$ cat src/rtl/wmem_pkg.sv
`default_nettype none
// ============================================================================
// wmem_pkg : packet layout, opcodes and FSM states for the weight dispatcher
// Rev 1.0
// ============================================================================
package wmem_pkg;

  localparam int WEIGHT_WIDTH = 8;
  localparam int IMEM_ID      = 11;

  localparam int PKT_W   = 33;
  localparam int DEST_HI = 32;
  localparam int DEST_LO = 29;
  localparam int OP_HI   = 28;
  localparam int OP_LO   = 25;
  localparam int DATA_HI = 24;
  localparam int DATA_LO = 0;

  localparam int DEST_W = DEST_HI - DEST_LO + 1;
  localparam int OP_W   = OP_HI - OP_LO + 1;
  localparam int DATA_W = DATA_HI - DATA_LO + 1;

  localparam logic [OP_W-1:0] OP_WEIGHT        = 4'd0;
  localparam logic [OP_W-1:0] OP_WEIGHTS_DONE  = 4'd0;
  localparam logic [OP_W-1:0] OP_TIMESTEP_DONE = 4'd15;

  typedef struct packed {
    logic [DEST_W-1:0] dest;
    logic [OP_W-1:0]   op;
    logic [DATA_W-1:0] data;
  } pkt_t;

  typedef enum logic [2:0] {
    IDLE    = 3'd0,
    LOAD    = 3'd1,
    SEND_A  = 3'd2,
    SEND_B  = 3'd3,
    SEND_DN = 3'd4,
    WAIT_TS = 3'd5,
    DONE    = 3'd6
  } state_t;

  function automatic pkt_t make_pkt(input logic [DEST_W-1:0] dest,
                                    input logic [OP_W-1:0]   op,
                                    input logic [DATA_W-1:0] data);
    pkt_t p;
    p.dest = dest;
    p.op   = op;
    p.data = data;
    return p;
  endfunction

endpackage
`default_nettype wire

$ cat src/rtl/weight_store.sv
`default_nettype none
// ============================================================================
// weight_store : register file with one write port and NREAD consecutive
// combinational read ports starting at rbase.
// Rev 1.0
// ============================================================================
module weight_store #(
  parameter int DEPTH = 25,
  parameter int WIDTH = 8,
  parameter int NREAD = 5,
  parameter int AW    = 5
) (
  input  logic                        clk,
  input  logic                        we,
  input  logic [AW-1:0]               waddr,
  input  logic [WIDTH-1:0]            wdata,
  input  logic [AW-1:0]               rbase,
  output logic [NREAD-1:0][WIDTH-1:0] rdata
);

  logic [WIDTH-1:0] mem_q [DEPTH];

  always_ff @(posedge clk) begin
    if (we) mem_q[waddr] <= wdata;
  end

  // Write forwarding lets the packet register capture a word written on the same edge.
  for (genvar k = 0; k < NREAD; k++) begin : g_rd
    logic [AW-1:0] idx;
    assign idx      = rbase + AW'(k);
    assign rdata[k] = (we && (waddr == idx)) ? wdata : mem_q[idx];
  end

endmodule
`default_nettype wire

$ cat src/rtl/weight_dispatch_ctrl.sv
`default_nettype none
// ============================================================================
// weight_dispatch_ctrl : loads the filter weight store, disperses it to the PPE
// row as packets, then counts TIMESTEP_DONE packets until the run completes.
// Rev 1.0
// ============================================================================
module weight_dispatch_ctrl
  import wmem_pkg::*;
#(
  parameter int FILTER_SIZE   = 5,
  parameter int WEIGHT_WIDTH  = wmem_pkg::WEIGHT_WIDTH,
  parameter int FIRST_PPE     = 5,
  parameter int IMEM_ID       = wmem_pkg::IMEM_ID,
  parameter int NUM_TIMESTEPS = 2
) (
  input  logic                    clk,
  input  logic                    reset,
  input  logic                    start,
  input  logic                    ld_valid,
  output logic                    ld_ready,
  input  logic [4:0]              ld_addr,
  input  logic [WEIGHT_WIDTH-1:0] ld_data,
  output logic                    pkt_valid,
  input  logic                    pkt_ready,
  output logic [PKT_W-1:0]        pkt_out,
  input  logic                    rx_valid,
  output logic                    rx_ready,
  input  logic [PKT_W-1:0]        rx_pkt,
  output logic                    busy,
  output logic                    done,
  output logic                    addr_err,
  output logic [1:0]              ts_count
);

  localparam int         DEPTH  = FILTER_SIZE * FILTER_SIZE;
  localparam int         AW     = 5;
  localparam logic [1:0] TS_MAX = 2'(NUM_TIMESTEPS);

  state_t                             state_q, state_d;
  logic [4:0]                         ld_cnt_q, ld_cnt_d;
  logic [2:0]                         row_q, row_d;
  logic [1:0]                         ts_count_q, ts_count_d;
  logic                               addr_err_q, addr_err_d;
  logic                               ld_ready_q, ld_ready_d;
  logic                               pkt_valid_q, pkt_valid_d;
  logic                               rx_ready_q, rx_ready_d;
  logic                               busy_q, busy_d;
  logic                               done_q, done_d;
  pkt_t                               pkt_q, pkt_d;
  logic                               store_we;
  logic [AW-1:0]                      rbase;
  logic [FILTER_SIZE-1:0][WEIGHT_WIDTH-1:0] rd;
  pkt_t                               rx_p;
  logic                               ld_xfer, pkt_xfer, rx_xfer;
  logic                               unused_rx;

  assign rx_p      = pkt_t'(rx_pkt);
  assign unused_rx = ^{rx_p.dest, rx_p.data};
  assign ld_xfer   = ld_valid && ld_ready_q;
  assign pkt_xfer  = pkt_valid_q && pkt_ready;
  assign rx_xfer   = rx_valid && rx_ready_q;

  always_comb begin
    state_d    = state_q;
    ld_cnt_d   = ld_cnt_q;
    row_d      = row_q;
    ts_count_d = ts_count_q;
    addr_err_d = addr_err_q;
    store_we   = 1'b0;
    case (state_q)
      IDLE, DONE: begin
        if (start) begin
          state_d    = LOAD;
          ld_cnt_d   = '0;
          row_d      = '0;
          ts_count_d = '0;
          addr_err_d = 1'b0;
        end
      end
      LOAD: begin
        if (ld_xfer) begin
          // Out-of-range words still count toward the 25 transfers.
          if (ld_addr < AW'(DEPTH)) store_we = 1'b1;
          else                      addr_err_d = 1'b1;
          ld_cnt_d = ld_cnt_q + 5'd1;
          if (ld_cnt_q == 5'(DEPTH - 1)) state_d = SEND_A;
        end
      end
      SEND_A: if (pkt_xfer) state_d = SEND_B;
      SEND_B: begin
        if (pkt_xfer) begin
          row_d   = row_q + 3'd1;
          state_d = (row_q == 3'(FILTER_SIZE - 1)) ? SEND_DN : SEND_A;
        end
      end
      SEND_DN: if (pkt_xfer) state_d = WAIT_TS;
      WAIT_TS: begin
        if (rx_xfer && (rx_p.op == OP_TIMESTEP_DONE)) begin
          if (ts_count_q != TS_MAX) ts_count_d = ts_count_q + 2'd1;
          if (ts_count_q + 2'd1 == TS_MAX) state_d = DONE;
        end
      end
      default: state_d = IDLE;
    endcase
  end

  assign rbase = (row_d < 3'(FILTER_SIZE)) ? AW'(row_d) * AW'(FILTER_SIZE) : '0;

  weight_store #(
    .DEPTH (DEPTH),
    .WIDTH (WEIGHT_WIDTH),
    .NREAD (FILTER_SIZE),
    .AW    (AW)
  ) u_store (
    .clk   (clk),
    .we    (store_we),
    .waddr (ld_addr),
    .wdata (ld_data),
    .rbase (rbase),
    .rdata (rd)
  );

  // Outputs are registered from the next state so they change with it.
  always_comb begin
    ld_ready_d  = (state_d == LOAD);
    rx_ready_d  = (state_d == WAIT_TS);
    done_d      = (state_d == DONE);
    busy_d      = (state_d != IDLE) && (state_d != DONE);
    pkt_valid_d = (state_d == SEND_A) || (state_d == SEND_B) || (state_d == SEND_DN);
    pkt_d       = '0;
    case (state_d)
      SEND_A:  pkt_d = make_pkt(DEST_W'(FIRST_PPE) + DEST_W'(row_d), OP_WEIGHT,
                                DATA_W'({rd[2], rd[1], rd[0]}));
      SEND_B:  pkt_d = make_pkt(DEST_W'(FIRST_PPE) + DEST_W'(row_d), OP_WEIGHT,
                                DATA_W'({rd[4], rd[3]}));
      SEND_DN: pkt_d = make_pkt(DEST_W'(IMEM_ID), OP_WEIGHTS_DONE, '0);
      default: pkt_d = '0;
    endcase
  end

  always_ff @(posedge clk or posedge reset) begin
    if (reset) begin
      state_q     <= IDLE;
      ld_cnt_q    <= '0;
      row_q       <= '0;
      ts_count_q  <= '0;
      addr_err_q  <= 1'b0;
      ld_ready_q  <= 1'b0;
      pkt_valid_q <= 1'b0;
      rx_ready_q  <= 1'b0;
      busy_q      <= 1'b0;
      done_q      <= 1'b0;
      pkt_q       <= '0;
    end else begin
      state_q     <= state_d;
      ld_cnt_q    <= ld_cnt_d;
      row_q       <= row_d;
      ts_count_q  <= ts_count_d;
      addr_err_q  <= addr_err_d;
      ld_ready_q  <= ld_ready_d;
      pkt_valid_q <= pkt_valid_d;
      rx_ready_q  <= rx_ready_d;
      busy_q      <= busy_d;
      done_q      <= done_d;
      pkt_q       <= pkt_d;
    end
  end

  assign ld_ready  = ld_ready_q;
  assign pkt_valid = pkt_valid_q;
  assign pkt_out   = pkt_q;
  assign rx_ready  = rx_ready_q;
  assign busy      = busy_q;
  assign done      = done_q;
  assign addr_err  = addr_err_q;
  assign ts_count  = ts_count_q;

endmodule
`default_nettype wire

$ cat config.mk
export PLATFORM = sky130hd
export DESIGN_NAME = weight_dispatch_ctrl
export DESIGN_NICKNAME = d
export VERILOG_FILES = /design/src/rtl/wmem_pkg.sv /design/src/rtl/weight_store.sv /design/src/rtl/weight_dispatch_ctrl.sv
export SDC_FILE = /design/constraint.sdc
export NUM_CORES = 1
export LEC_CHECK = 0
export CORE_ASPECT_RATIO = 0.9
export CORE_MARGIN = 1.5
export CORE_UTILIZATION = 60
export CTS_BUF_LIST = sky130_fd_sc_hd__clkbuf_4 sky130_fd_sc_hd__clkbuf_8 sky130_fd_sc_hd__clkbuf_16
export DETAILED_ROUTE_END_ITERATION = 8
export PLACE_DENSITY_LB_ADDON = 0.25
export SYNTH_ARGS = -nofsm -noshare
export SYNTH_HDL_FRONTEND = slang
export SYNTH_HIERARCHICAL = 1
export SYNTH_SLANG_ARGS = --single-unit
$ cat constraint.sdc
create_clock -name clk -period 12.35 [get_ports clk]
set_input_delay 2.47 -clock clk [delete_from_list [all_inputs] [get_ports clk]]
set_output_delay 2.47 -clock clk [all_outputs]
set_load 0.01 [all_outputs]
==> impl_metrics.py, run 1 <==
metrics = {
    "clock_network": {
        "cts_buffer_depth": 3,
        "cts_tree": "yes",
        "cts_resized": 0,
        "clk_latency_ns": 0.55,
        "hold_buffers": 0,
        "h-tree-depth": 1,
        "postCtsSetupRepairBufs": 0,
        "clkTransAtPathRegs_ns": 0.06,
        "clockRootBuffer": "clkbuf_16",
        "numClockSinks": 247,
        "cts_buffers": 26,
    },
    "final_layout": {
        "layout.nets": 1366,
        "layout_common_cells": "nand2_1 (213), edfxtp_1 (200), mux4_2 (171)",
        "syn2layout_area_growth_pct": 9.88,
        "fillers": 1908,
        "instances_no_fill": 1672,
        "antenna_cells": 0,
        "final_area_mm2": 0.0179,
        "layout_commonest_cell": "nand2_1",
        "layout-drive-gt1-share": 0.217,
        "utilization": 0.668,
    },
    "worst_setup_path": {
        "crit_family": "simple AND/OR/NAND/NOR gates",
        "startpoint_type": "input pin",
        "critical_path.slowest_cell": "nor2_1",
        "endpoint": "pkt_out[3]",
        "slowest_delay_ns": 0.95,
        "path_class": "input pin to register",
        "ff2ff_setup_slack_ns": 6.11,
        "cp-end-kind": "register",
        "crit_start": "start",
        "worstPathRequired_ns": 12.73,
        "path_buf_inv": 3,
        "cp.arrival_ns": 8.27,
        "cp.depth": 14,
        "r2r_end": "pkt_out[3]",
        "critical_path.cell_chain": "clkdlybuf4s50_1 > nor3b_2 > a21oi_2 > o21ai_1 > and2_2 > buf_4 > ha_1 > a21oi_1 > xnor2_2 > buf_4 > nor2_1 > a31oi_1 > a22o_1 > a22o_1",
        "reg2reg_from": "state_q[1]",
        "crit_path_max_fanout": 27,
        "r2r_cells": 14,
    },
    "timing": {
        "fin_ws_ns": 4.46,
        "timing.final.crit_share": 0.639,
        "rsz0062_at_grt": "false",
        "slew_viol_final": 0,
        "clock_skew_ns": 0.0175,
        "fmax_mhz": 127,
        "hold_violations": 0,
        "setup_viol": 0,
        "fin_tns_setup_ns": 0,
        "worstMarginPinSlew_ns": 1.39,
        "relSlewSlack": 0.0675,
        "finalCriticalPeriod_ns": 7.89,
        "fin_hold_ws_ns": 0.523,
    },
    "detailed_routing": {
        "drtIter0Drc": 2044,
        "viasPerCell": 7.44,
        "ant_nets": 0,
        "routedWlPerCell_um": 29.2,
        "dr_total_vias": 12400,
        "wl_um": 48900,
        "drc_errors": 0,
        "firstDrtPassIters": 6,
    },
    "yosys": {
        "postSynth.asyncResetShare": 0.190,
        "syn_inst": 1278,
        "ys_ff_latch": 247,
        "yosysUniqueCellTypes": 74,
        "synth-main-ff-cell": "edfxtp_1",
        "syn_area_mm2": 0.0163,
        "ys_seq_area_frac": 0.440,
        "yosysWarnings": 6,
        "synth-edff-count": 200,
        "avgSynthCellArea_um2": 12.8,
    },
    "floorplanning": {
        "die_w_um": 177,
        "core_area_mm2": 0.0269,
        "dieArea_mm2": 0.0282,
        "die_h_um": 160,
        "start_util": 0.607,
        "num_io_pins": 93,
        "core.rowCount": 57,
    },
    "place": {
        "numPortBuffers": 58,
        "place_congestion": 0.975,
        "pre_cts_ws_ns": 4.13,
        "dp_cells": 1625,
        "place_area_mm2": 0.0171,
        "dp_hpwl_um": 32000,
    },
    "hold_path": {
        "hold_class": "register to register",
        "holdPathStages": 2,
    },
    "power": {
        "finalPower_mw": 4.96,
        "vdd_drop_max_mv": 0.284,
        "power.leakage_nw": 6.00,
        "power_density_mw_per_mm2": 276,
    },
    "global_route": {
        "grt_pass1_wl_um": 73400,
        "antenna_found_initial": 1,
        "gr-total-overflow": 0,
        "grt_max_degree": 136,
        "grt_pass1_vias": 11700,
        "grt_use_total": 0.356,
    },
    "run_status": {
        "status": "completed",
    },
    "run": {
        "max_cap_viol_count": 0,
    },
}
-- area by class of cell --
class | count | area (um^2) | share of cell area
Multi-Input combinational cell | 914 | 8570 | 0.477
Sequential cell | 247 | 7180 | 0.400
Timing Repair Buffer | 93 | 856 | 0.0477
Clock buffer | 32 | 713 | 0.0397
Tap cell | 354 | 443 | 0.0247
Clock inverter | 15 | 124 | 0.00690
Inverter | 17 | 63.8 | 0.00356
-- tightest hold or removal path, delay by kind of cell (launching register included) --
family             cells  cell delay (ns)
AOI/OAI and AO/OA      1             0.05
DFF                    1             0.35
and+or+nand+nor        1             0.08
-- power breakdown --
part	total [mW]	internal, mW	switching [mW]	leakage, nW
clock network	0.775	0.450	0.325	0.418
logic	3.17	1.29	1.89	3.17
registers	1.01	0.961	0.0458	2.41
-- state kept, by name, indices dropped and copies added (netlist names) --
name,count
ld_cnt_q,5
state_q,3
pkt_out,28
rx_ready,1
pkt_valid,1
ld_ready,1
addr_err,1
row_q,3
busy,1
ts_count,2
u_store/mem_q,200
done,1
-- logic make-up (layout without fill, tap and decap cells) --
family | Yosys count | count (layout) | share of synthesized area
simple gates | 451 | 451 | 0.128
flops | 247 | 247 | 0.440
mux | 209 | 209 | 0.266
compound gates | 195 | 195 | 0.0873
buf+inv | 121 | 157 | 0.0409
xor+xnor | 39 | 39 | 0.0264
fa+ha+maj | 15 | 15 | 0.0115
other cells | 1 | 5 | 0.000230
-- how the worst min path moves through the flow --
| stage | startpoint | end | slack, ns |
|---|---|---|---|
| after floorplan | ld_cnt_q[4] | ld_cnt_q[4] | 0.50 |
| after global placement | addr_err | addr_err | 0.48 |
| after detailed placement | addr_err | addr_err | 0.51 |
| after CTS | addr_err | addr_err | 0.52 |
| after global routing | addr_err | addr_err | 0.54 |
| final | addr_err | addr_err | 0.52 |
-- layer usage --
metal,share of wire,GRT usage,up-vias
li1,-,-,5090
met1,0.35,0.503,6152
met2,0.45,0.521,1027
met3,0.15,0.0929,178
met4,0.058,0.168,0
met5,0,0,-
-- synth_stat cells, types with 18 or more instances --
cell type,instances,area (um^2)
edfxtp_1,200,6010
nand3_1,55,275
a22o_1,22,193
nand2_1,213,800
buf_2,28,140
o21ai_0,23,115
and2_1,20,125
mux2i_1,28,280
clkbuf_1,35,131
a31oi_1,53,332
nor2_1,84,315
mux4_2,171,3850
dfrtp_1,47,1180
buf_4,18,135
(Power assumes the default switching activity.)
==> run 2, diff against run 1 <==
==> constraint.sdc (replaced) <==
create_clock -name clk -period 8.1 [get_ports clk]
set_input_delay 1.62 -clock clk [delete_from_list [all_inputs] [get_ports clk]]
set_output_delay 1.62 -clock clk [all_outputs]
set_load 0.01 [all_outputs]
==> impl_metrics.py, run 2 (synthesis results as in run 1) <==
metrics = {
    "run_status": {
        "status": "complete, but fails checks",
        "violations": "capacitance limit",
    },
    "global_route": {
        "grt_pass1_wl_um": 73500,
        "grt_pass1_vias": 11700,
        "gr-total-overflow": 0,
        "grt_use_total": 0.357,
        "use_met3": 0.0981,
        "globalRouteMet1Util": 0.503,
        "antenna_found_initial": 3,
        "grt_busiest_layer": "met2",
        "use_met2": 0.519,
        "grt_max_degree": 127,
    },
    "floorplanning": {
        "die_h_um": 160,
        "core.rowCount": 57,
        "core_area_mm2": 0.0269,
        "start_util": 0.607,
        "dieArea_mm2": 0.0282,
        "die_w_um": 177,
        "num_io_pins": 93,
    },
    "final_layout": {
        "antenna_cells": 0,
        "syn2layout_area_growth_pct": 10.2,
        "utilization": 0.670,
        "layout_common_cells": "nand2_1 (213), edfxtp_1 (200), mux4_2 (171)",
        "layout-drive-gt1-share": 0.220,
        "layout.nets": 1366,
        "fillers": 1912,
        "regMostFlops": "u_store/mem_q",
        "layout_commonest_cell": "nand2_1",
        "largest_reg_flops": 200,
    },
    "detailed_routing": {
        "drc_errors": 0,
        "dr_total_vias": 12400,
        "firstDrtPassIters": 9,
        "routedWlPerCell_um": 29.3,
        "drtIter0Drc": 1708,
        "viasPerCell": 7.43,
        "ant_nets": 0,
        "wl_um": 49000,
    },
    "place": {
        "place_congestion": 0.965,
        "numPortBuffers": 58,
        "dp_hpwl_um": 32000,
    },
    "clock_network": {
        "cts_buffer_depth": 3,
        "postCtsSetupRepairBufs": 0,
        "clockRootBuffer": "clkbuf_16",
        "cts_tree": "yes",
        "clkTransAtPathRegs_ns": 0.06,
        "hold_buffers": 0,
        "cts_buffers": 26,
        "cts_resized": 0,
        "clk_latency_ns": 0.55,
        "numClockSinks": 247,
        "h-tree-depth": 1,
    },
    "worst_setup_path": {
        "startpoint_type": "input pin",
        "cp-end-kind": "register",
        "r2r_cells": 11,
        "path_class": "input pin to register",
        "ff2ff_setup_slack_ns": 2.69,
        "worstPathRequired_ns": 8.53,
        "cp.arrival_ns": 6.77,
        "crit_path_max_fanout": 21,
    },
    "timing": {
        "fin_tns_setup_ns": 0,
        "finalCriticalPeriod_ns": 6.34,
        "hold_violations": 0,
        "relSlewSlack": 0.00111,
        "slew_viol_final": 0,
        "worstMarginPinSlew_ns": 1.49,
        "fmax_mhz": 158,
        "timing.final.crit_share": 0.783,
        "setup_viol": 0,
        "rsz0062_at_grt": "false",
        "clock_skew_ns": 0.0151,
    },
    "power": {
        "power.leakage_nw": 6.02,
        "vdd_drop_max_mv": 0.427,
        "power_density_mw_per_mm2": 425,
        "finalPower_mw": 7.64,
    },
    "hold_path": {
        "hold_class": "register to register",
        "holdPathStages": 2,
    },
    "run": {
        "max_cap_viol_count": 1,
    },
}
[run 2: worst paths after layout]
| kind | start | to |
|---|---|---|
| min | addr_err | addr_err |
| max in group asynchronous | reset | row_q[1] |
| max | pkt_ready | pkt_out[10] |
| min in group asynchronous | reset | pkt_out[16] |
| max reg2reg | state_q[0] | pkt_out[10] |
| min reg2reg | addr_err | addr_err |
[run 2: worst max-delay path: stages]
cell and delay [ns]:
clkdlybuf4s50_1 0.55, nand2_1 0.16, or3_1 0.39, a21oi_2 0.33, and2_4 0.22, clkinv_1 0.46, ha_2 0.91, and2_1 1.04
a32oi_1 0.24, o211ai_1 0.44, a31oi_1 0.14, a22o_1 0.24
[run 2: stage by stage]
step                setup WS [ns]  std cells  area, um^2  hold slack [ns]
floorplan                    2.56       1282       16300            0.505
detailed placement           1.49       1625       17100            0.506
global placement             1.47       1625       17100            0.486
global route                 1.65       1672       18000            0.577
finish                       1.76       1672       18000            0.515
CTS                          2.03       1672       18000            0.521
[run 2: power breakdown]
part           switching, mW  internal [mW]  leakage (nW)
Clock                  0.508          0.727         0.441
Combinational           2.88           1.99          3.16
Sequential            0.0672           1.47          2.41
[run 2: layout make-up]
class | count | area (um^2) | area share
multi-input combinational | 914 | 8570 | 0.476
sequential | 247 | 7180 | 0.399
timing repair buffer | 93 | 856 | 0.0475
clock buffer | 33 | 756 | 0.0420
tap | 354 | 443 | 0.0246
clock inverter | 14 | 136 | 0.00758
inverter | 17 | 63.8 | 0.00354
[run 2: layer usage]
layer,vias to the layer above,routed length (um),share of wire
li1,5091,-,-
met1,6105,17900,0.36
met2,1027,21600,0.44
met3,194,6830,0.14
met4,2,2720,0.056
met5,-,12,0.00024
==> run 3, diff against run 2 <==
==> constraint.sdc (replaced) <==
create_clock -name clk -period 6.3 [get_ports clk]
set_input_delay 1.26 -clock clk [delete_from_list [all_inputs] [get_ports clk]]
set_output_delay 1.26 -clock clk [all_outputs]
set_load 0.01 [all_outputs]
==> impl_metrics.py, run 3 (synthesis results as in run 1) <==
metrics = {
    "worst_setup_path": {
        "startpoint_type": "input pin",
        "r2r_end": "pkt_out[2]",
        "cp-end-kind": "register",
        "crit_start": "pkt_ready",
        "ff2ff_setup_slack_ns": 1.45,
        "reg2reg_from": "state_q[1]",
        "path_buf_inv": 2,
        "crit_family": "simple AND/OR/NAND/NOR gates",
        "crit_path_max_fanout": 91,
        "path_class": "input pin to register",
        "critical_path.cell_chain": "clkdlybuf4s50_1 > nand2_1 > or3_1 > a21oi_2 > and2_4 > buf_12 > ha_1 > xnor2_4 > xnor2_1 > nor4_1 > nand3_1 > nor2_1 > a31oi_1 > a22o_1",
        "critical_path.slowest_cell": "nand3_1",
        "worstPathRequired_ns": 6.69,
        "slowest_delay_ns": 0.57,
        "r2r_cells": 14,
        "cp.arrival_ns": 5.72,
    },
    "timing": {
        "timing.final.crit_share": 0.847,
        "fin_tns_setup_ns": 0,
        "slew_viol_final": 0,
        "finalCriticalPeriod_ns": 5.33,
        "worstMarginPinSlew_ns": 1.43,
        "hold_violations": 0,
        "fmax_mhz": 187,
        "setup_viol": 0,
        "rsz0062_at_grt": "false",
        "clock_skew_ns": 0.0117,
        "relSlewSlack": 0.0412,
    },
    "global_route": {
        "grt_pass1_vias": 11800,
        "grt_busiest_layer": "met2",
        "gr-total-overflow": 0,
        "antenna_found_initial": 4,
        "use_met3": 0.126,
        "grt_use_total": 0.361,
        "use_met2": 0.529,
        "grt_max_degree": 92,
        "grt_pass1_wl_um": 74200,
        "globalRouteMet1Util": 0.487,
    },
    "hold_path": {
        "holdPathStages": 2,
        "hold_end": "addr_err",
        "hold_class": "register to register",
        "min-delay-start": "addr_err",
    },
    "clock_network": {
        "h-tree-depth": 1,
        "numClockSinks": 247,
        "clk_latency_ns": 0.54,
        "postCtsSetupRepairBufs": 0,
        "clockRootBuffer": "clkbuf_16",
        "cts_buffer_depth": 3,
        "cts_tree": "yes",
        "hold_buffers": 0,
        "cts_resized": 0,
        "cts_buffers": 26,
        "clkTransAtPathRegs_ns": 0.06,
    },
    "detailed_routing": {
        "ant_nets": 0,
        "drtIter0Drc": 1742,
        "dr_total_vias": 12500,
        "routedWlPerCell_um": 29.3,
        "viasPerCell": 7.35,
        "drc_errors": 0,
        "wl_um": 49800,
        "firstDrtPassIters": 6,
    },
    "floorplanning": {
        "core_area_mm2": 0.0269,
        "die_w_um": 177,
        "core.rowCount": 57,
        "start_util": 0.607,
        "die_h_um": 160,
        "num_io_pins": 93,
        "dieArea_mm2": 0.0282,
    },
    "final_layout": {
        "layout.nets": 1389,
        "layout_commonest_cell": "nand2_1",
        "largest_reg_flops": 200,
        "regMostFlops": "u_store/mem_q",
        "fillers": 1867,
        "final_area_mm2": 0.0183,
        "syn2layout_area_growth_pct": 12.1,
        "layout-drive-gt1-share": 0.235,
        "layout_common_cells": "nand2_1 (213), edfxtp_1 (200), mux4_2 (171)",
    },
    "power": {
        "vdd_drop_max_mv": 0.502,
        "power_density_mw_per_mm2": 553,
        "power.leakage_nw": 6.20,
    },
    "run_status": {
        "status": "completed",
    },
    "place": {
        "dp_hpwl_um": 33000,
        "place_area_mm2": 0.0173,
        "place_congestion": 1.02,
        "numPortBuffers": 58,
    },
    "run": {
        "max_cap_viol_count": 0,
    },
}
run 3: cell count changes in the layout (fill, tap and decap cells not counted), sizes merged:
cell / previous run / this run
buf: 35 / 58
bufinv: 2 / 5
clkbuf: 33 / 31
clkinv: 7 / 12
clkinvlp: 2 / 0
diode: 0 / 2
inv: 20 / 17
run 3: worst max path at each step:
stage                  end  slack [ns]  cells past startpoint
5_1_grt        pkt_out[11]        0.66                     14
3_3_place_gp   pkt_out[15]        0.58                     12
2_1_floorplan   pkt_out[2]        1.12                     17
3_5_place_dp   pkt_out[11]        0.50                     14
6_report       pkt_out[11]        0.97                     14
4_1_cts        pkt_out[11]        1.05                     14
run 3: metal layers:
metal  vias to the layer above  share of wire
met5                         -         0.0010
met4                         8          0.059
met3                       209           0.15
met2                      1031           0.44
met1                      6096           0.35
li1                       5138              -
run 3: worst register-to-register path, stage by stage, from the launching register on:
cell      delay [ns]
dfrtp_1         0.65
xor2_1          0.21
or4b_4          0.57
o221ai_4        0.13
ha_1            0.30
and2_2          0.33
ha_1            0.39
a21oi_1         0.26
xnor2_2         0.14
buf_4           0.32
xnor2_1         0.18
and3b_1         0.56
a21oi_1         0.22
a22o_1          0.25
a22o_1          0.22
run 3: power by group:
part	internal (mW)	total (mW)	switching, mW
combinational	2.64	6.44	3.80
sequential	1.88	1.97	0.0886
clock	1.05	1.70	0.652
run 3: area by class of cell:
type                       count  area (um^2)  share of cell area
antenna                        2         5.00            0.000273
clock buffer                  31          747              0.0408
clock inverter                17          221              0.0121
inverter                      17         63.8             0.00349
multi-input combinational    914         8570               0.468
sequential                   247         7180               0.392
tap                          354          443              0.0242
timing repair buffer         116         1080              0.0589
run 3: per-stage QoR:
step	setup WS [ns]	utilization	hold slack, ns	std cells	total power [mW]
finish	0.967	0.681	0.515	1698	10.1
global placement	0.583	0.645	0.481	1648	8.10
CTS	1.05	0.681	0.520	1696	9.91
global route	0.655	0.681	0.579	1696	10.5
floorplan	1.12	-	0.505	1282	6.29
detailed placement	0.503	0.645	0.494	1648	8.20
==> variant 1 (config.mk and constraints of run 2) <==
Put one more register stage on the output `ts_count`. The value now appears one clock later. The other outputs are not delayed to match.
--- a/src/rtl/weight_dispatch_ctrl.sv
+++ b/src/rtl/weight_dispatch_ctrl.sv
@@ -173,7 +173,9 @@
   assign busy      = busy_q;
   assign done      = done_q;
   assign addr_err  = addr_err_q;
-  assign ts_count  = ts_count_q;
+  always_ff @(posedge clk) begin
+    ts_count <= ts_count_q;
+  end
 
 endmodule
 `default_nettype wire
Function: same outputs for any inputs over 10 cycles, from zero or initial values and one cycle with reset high; that may be too few to reach the edited logic, so the function may still have changed.
==> variant 1 against run 2 <==
  * The run ends with max-capacitance violations, max-slew violations left
  * Synthesized cell count is 0.16% lower
  * Worst setup slack lost 0.085 ns
  * Sequential cell count is 2 higher
  * Wire length is 0.44% lower
  * Count of clock-buffer cells in the layout unchanged
  * Fmax is 1.3% lower
  * Critical endpoint is now pkt_out[22]
  * Final area increased by 1.5%
  * Area after synthesis increased by 0.44%
  * Sequential share of layout area fell by 0.39 points
Power is left out: the tool's default activity adds up to more than one toggle a clock period on the data nets, which glitch-free logic cannot reach.
==> variant 1: results (changes against run 2) <==
vias in the first global route=11847 (+1.2%); Synth Warn #=6 (unchanged); fraction of registers with async set or reset after synthesis=18.9% (-0.15 points); Post-Syn Area=16400 sq um (+0.44%); DR vias/cell=7.46 (+0.37%); status=finished with violations; initial antenna violation count=2 (-1); Longest Clk Path Bufs=3 (unchanged); max_slew headroom=-2.22% (-2.3 points); largest net degree at the start of global routing=126 (-0.79%); critical path data arrival time=6.92 ns (+0.15 ns); most instantiated cells after synthesis=210 x nand2_1, 200 x edfxtp_1, 171 x mux4_2, 86 x nor2_1, 55 x a31oi_1; layout cells sized above 1=23.2% (+1.2 points); failing checks=max-capacitance violations, max-slew violations; fin nets=1371 (+0.37%); total wire length=48.8 mm (-0.44%); number of max-cap violations=1 (unchanged); worst-path maximum fanout=27 (+29%); all-layer global routing usage=34.9% (-0.76 points); Slew Limit Fails=9 (+9); synth top area cells=edfxtp_1 37%, mux4_2 23%, dfrtp_1 7.2%; Layout Skew=0.0225 ns (+0.00735 ns); placed inst area=17200 sq um (+0.76%); initial drt markers=2195 (+29%); CP max stage cell=xnor2_2; post-synth cell types=79 (+6.8%); Seq/Total Area, Yosys=44.0% (+0.050 points); first-pass GRT wire length=72.7 mm (-1.0%); Reg clk slew, reported paths=0.06 ns (about the same); Pre-antenna DRT Iters=7 (-2); CTS Buf Count=28 (+7.7%); CP peak stage delay=0.79 ns (-0.25 ns); hpwl dp=32.2 mm (+0.47%); GP Congestion=0.963 (-0.22%); post-CTS setup buffers=0 (unchanged)
[variant 1: cell types whose count changed after synthesis, moves of 4 or more]
cell             run 2  this run
o21ai_0             23        18
and2_1              20        16
o21ai_1              2         7
nand2b_1             3         7
[variant 1: kinds of logic (layout without fill, tap and decap cells)]
family          after synthesis  in the layout  synth area share, %
buf+inv                     122            168                 4.18
fa+ha+maj                    15             15                 1.14
flops                       249            249                 44.0
compound gates              198            198                 9.02
xor+xnor                     38             38                 2.62
simple gates                443            443                 12.4
other cells                   1              5               0.0229
mux                         210            210                 26.6
[variant 1: metrics by stage]
step / hold slack (ns) / setup slack (ns) / std cells / utilization (%)
after floorplan: 0.391 / 2.48 / 1280 / -
after global placement: 0.412 / 1.47 / 1628 / 64.0
after detailed placement: 0.414 / 1.42 / 1628 / 64.0
after CTS: 0.426 / 1.95 / 1680 / 67.8
after global routing: 0.443 / 1.45 / 1680 / 67.8
final: 0.422 / 1.67 / 1680 / 67.8
[variant 1: critical path: cells and delay by family]
| family | cells | cell delay (ns) |
|---|---|---|
| AO/OA/AOI/OAI | 4 | 1.57 |
| AND/OR/NAND/NOR | 4 | 1.31 |
| XOR/XNOR | 2 | 0.91 |
| buffers and inverters | 2 | 0.78 |
| adder cells (fa/ha/maj) | 2 | 0.70 |
[variant 1: final timing paths]
| path | start | end | slack, ns | cells past startpoint |
|---|---|---|---|---|
| setup / recovery | pkt_ready | pkt_out[22] | 1.67 | 14 |
| hold / removal | ts_count_q[1] | ts_count[1] | 0.42 | 0 |
| setup reg to reg | state_q[1] | pkt_out[22] | 2.34 | 13 |
| hold reg to reg | ts_count_q[1] | ts_count[1] | 0.42 | 0 |
| max in group asynchronous | reset | ts_count_q[0] | 5.92 | 2 |
| min in group asynchronous | reset | pkt_out[17] | 1.59 | 2 |
[variant 1: layout make-up]
type,count,area [sq um]
Clock inverter,19,249
Multi-Input combinational cell,909,8600
Fill cell,1872,8680
Clock buffer,33,791
Timing Repair Buffer,98,906
Sequential cell,249,7220
Inverter,18,68.8
Tap cell,354,443
[variant 1: metal layers]
| layer | track usage (%) | wire length, microns | vias up |
|---|---|---|---|
| met5 | 0 | 13 | - |
| met4 | 15.4 | 2560 | 2 |
| met3 | 9.43 | 7390 | 187 |
| met2 | 51.3 | 21600 | 1120 |
| met1 | 49.3 | 17200 | 6128 |
| li1 | - | - | 5088 |
==> variant 2 (flow settings as in run 2) <==
Without the edit above. `FILTER_SIZE`: 5 -> 10.
--- a/src/rtl/weight_dispatch_ctrl.sv
+++ b/src/rtl/weight_dispatch_ctrl.sv
@@ -7,7 +7,7 @@
 module weight_dispatch_ctrl
   import wmem_pkg::*;
 #(
-  parameter int FILTER_SIZE   = 5,
+  parameter int FILTER_SIZE   = 10,
   parameter int WEIGHT_WIDTH  = wmem_pkg::WEIGHT_WIDTH,
   parameter int FIRST_PPE     = 5,
   parameter int IMEM_ID       = wmem_pkg::IMEM_ID,
Formal check against the unedited RTL: not equivalent (a bounded check fails within 4 cycles, from zero or initial values and one cycle with reset high).
==> variant 2 against run 2 <==
  * Sequential power is 18% higher
  * Combinational power fell by 47%
  * Wire length up 29%
  * Total power shrank 21%
  * Critical path type unchanged
  * Sequential cell count up 56
  * Final cell count grew 16%
  * Sequential share of layout area is 3.1 points lower
  * Final area up 34%
  * Worst setup slack improved by 0.43 ns
  * First-iteration DRC count is 20% higher
  * Critical endpoint is now pkt_out[13]
  * Area after synthesis grew 35%
==> variant 2: results (changes against run 2) <==
met3 WL=8.13 mm (+19%); Hold Path Origin=addr_err; largest net degree at the start of global routing=143 (+13%); initial antenna violation count=1 (-2); fin nets=1503 (+10%); all-layer global routing usage=34.3% (-1.3 points); vias in the first global route=14165 (+21%); critical path data arrival time=6.32 ns (-0.45 ns); WL/cell=32.6 microns (+11%); first-pass GRT wire length=92.9 mm (+26%); Worst-Margin Slew=1.38 ns (-0.111 ns); GP Congestion=0.973 (+0.75%); Leak Pwr=8.12 nW (+35%); CTS Buf Count=35 (+35%); reg2reg path depth=13 (+2); worst hold slack=0.525 ns (+0.00981 ns); Register-to-Register Setup Slack=3.23 ns (+0.54 ns); met1 Resource Use GR=45.1% (-5.1 points); max reg flops=256 (+28%); status=finished, final reports clean; worst vdd ir=196 uV (-54%); r2r endpoint=pkt_out[13]; layout cells sized above 1=37.5% (+16 points); WHS Path Cells=2 (unchanged); met1 wire length=22.1 mm (+23%); Pre-antenna DRT Iters=5 (-4); worst-path maximum fanout=70 (+230%); met2 Usage GRT=52.7% (+0.84 points); DR vias=14583 (+17%); initial drt markers=2051 (+20%); Worst R2R Start=state_q[1]; GR Util met3=9.45% (-0.37 points); Layout Skew=0.0248 ns (+0.00969 ns); hpwl dp=40.7 mm (+27%); Layout fillers=2480 (+30%)
variant 2: worst max path at each step:
stage / cells past startpoint / slack, ns / endpoint / startpoint
after CTS: 14 / 2.25 / pkt_out[8] / pkt_ready
final: 14 / 2.19 / pkt_out[13] / pkt_ready
after global routing: 14 / 1.99 / pkt_out[13] / pkt_ready
after global placement: 14 / 1.79 / pkt_out[8] / pkt_ready
after detailed placement: 14 / 1.73 / pkt_out[8] / pkt_ready
after floorplan: 18 / 2.20 / pkt_out[15] / pkt_ready
variant 2: final cells by class:
class	instances	share of cell area [%]
Multi-Input combinational cell	965	51.3
Sequential cell	303	36.8
Inverter	24	0.374
Tap cell	476	2.47
Clock buffer	47	4.28
Clock inverter	16	0.587
Timing Repair Buffer	108	4.23
variant 2: power breakdown:
part,leakage [nW],internal (W),switching [W]
combinational,4.61,0.00131,0.00130
sequential,2.93,0.00176,0.0000445
clock,0.586,0.000961,0.000637
variant 2: stage by stage:
step | area [sq um] | worst slack (ns) | total power [W] | utilization [%] | std cells
floorplan | 22100 | 2.20 | 0.00381 | - | 1442
finish | 24100 | 2.19 | 0.00601 | 66.6 | 1939
global placement | 22900 | 1.79 | 0.00433 | 63.4 | 1876
CTS | 24100 | 2.25 | 0.00597 | 66.6 | 1939
global route | 24100 | 1.99 | 0.00621 | 66.6 | 1939
detailed placement | 22900 | 1.73 | 0.00437 | 63.4 | 1876
variant 2: worst max-delay path, stage by stage:
cell	delay [ns]
clkdlybuf4s50_1	0.48
nand2_1	0.15
nor3_1	0.35
a31oi_1	0.13
o21ai_0	0.30
and2_4	0.24
inv_1	0.12
ha_4	0.57
buf_12	0.42
mux2_2	0.38
mux4_2	0.49
mux4_2	0.49
mux2_2	0.27
a22o_1	0.23
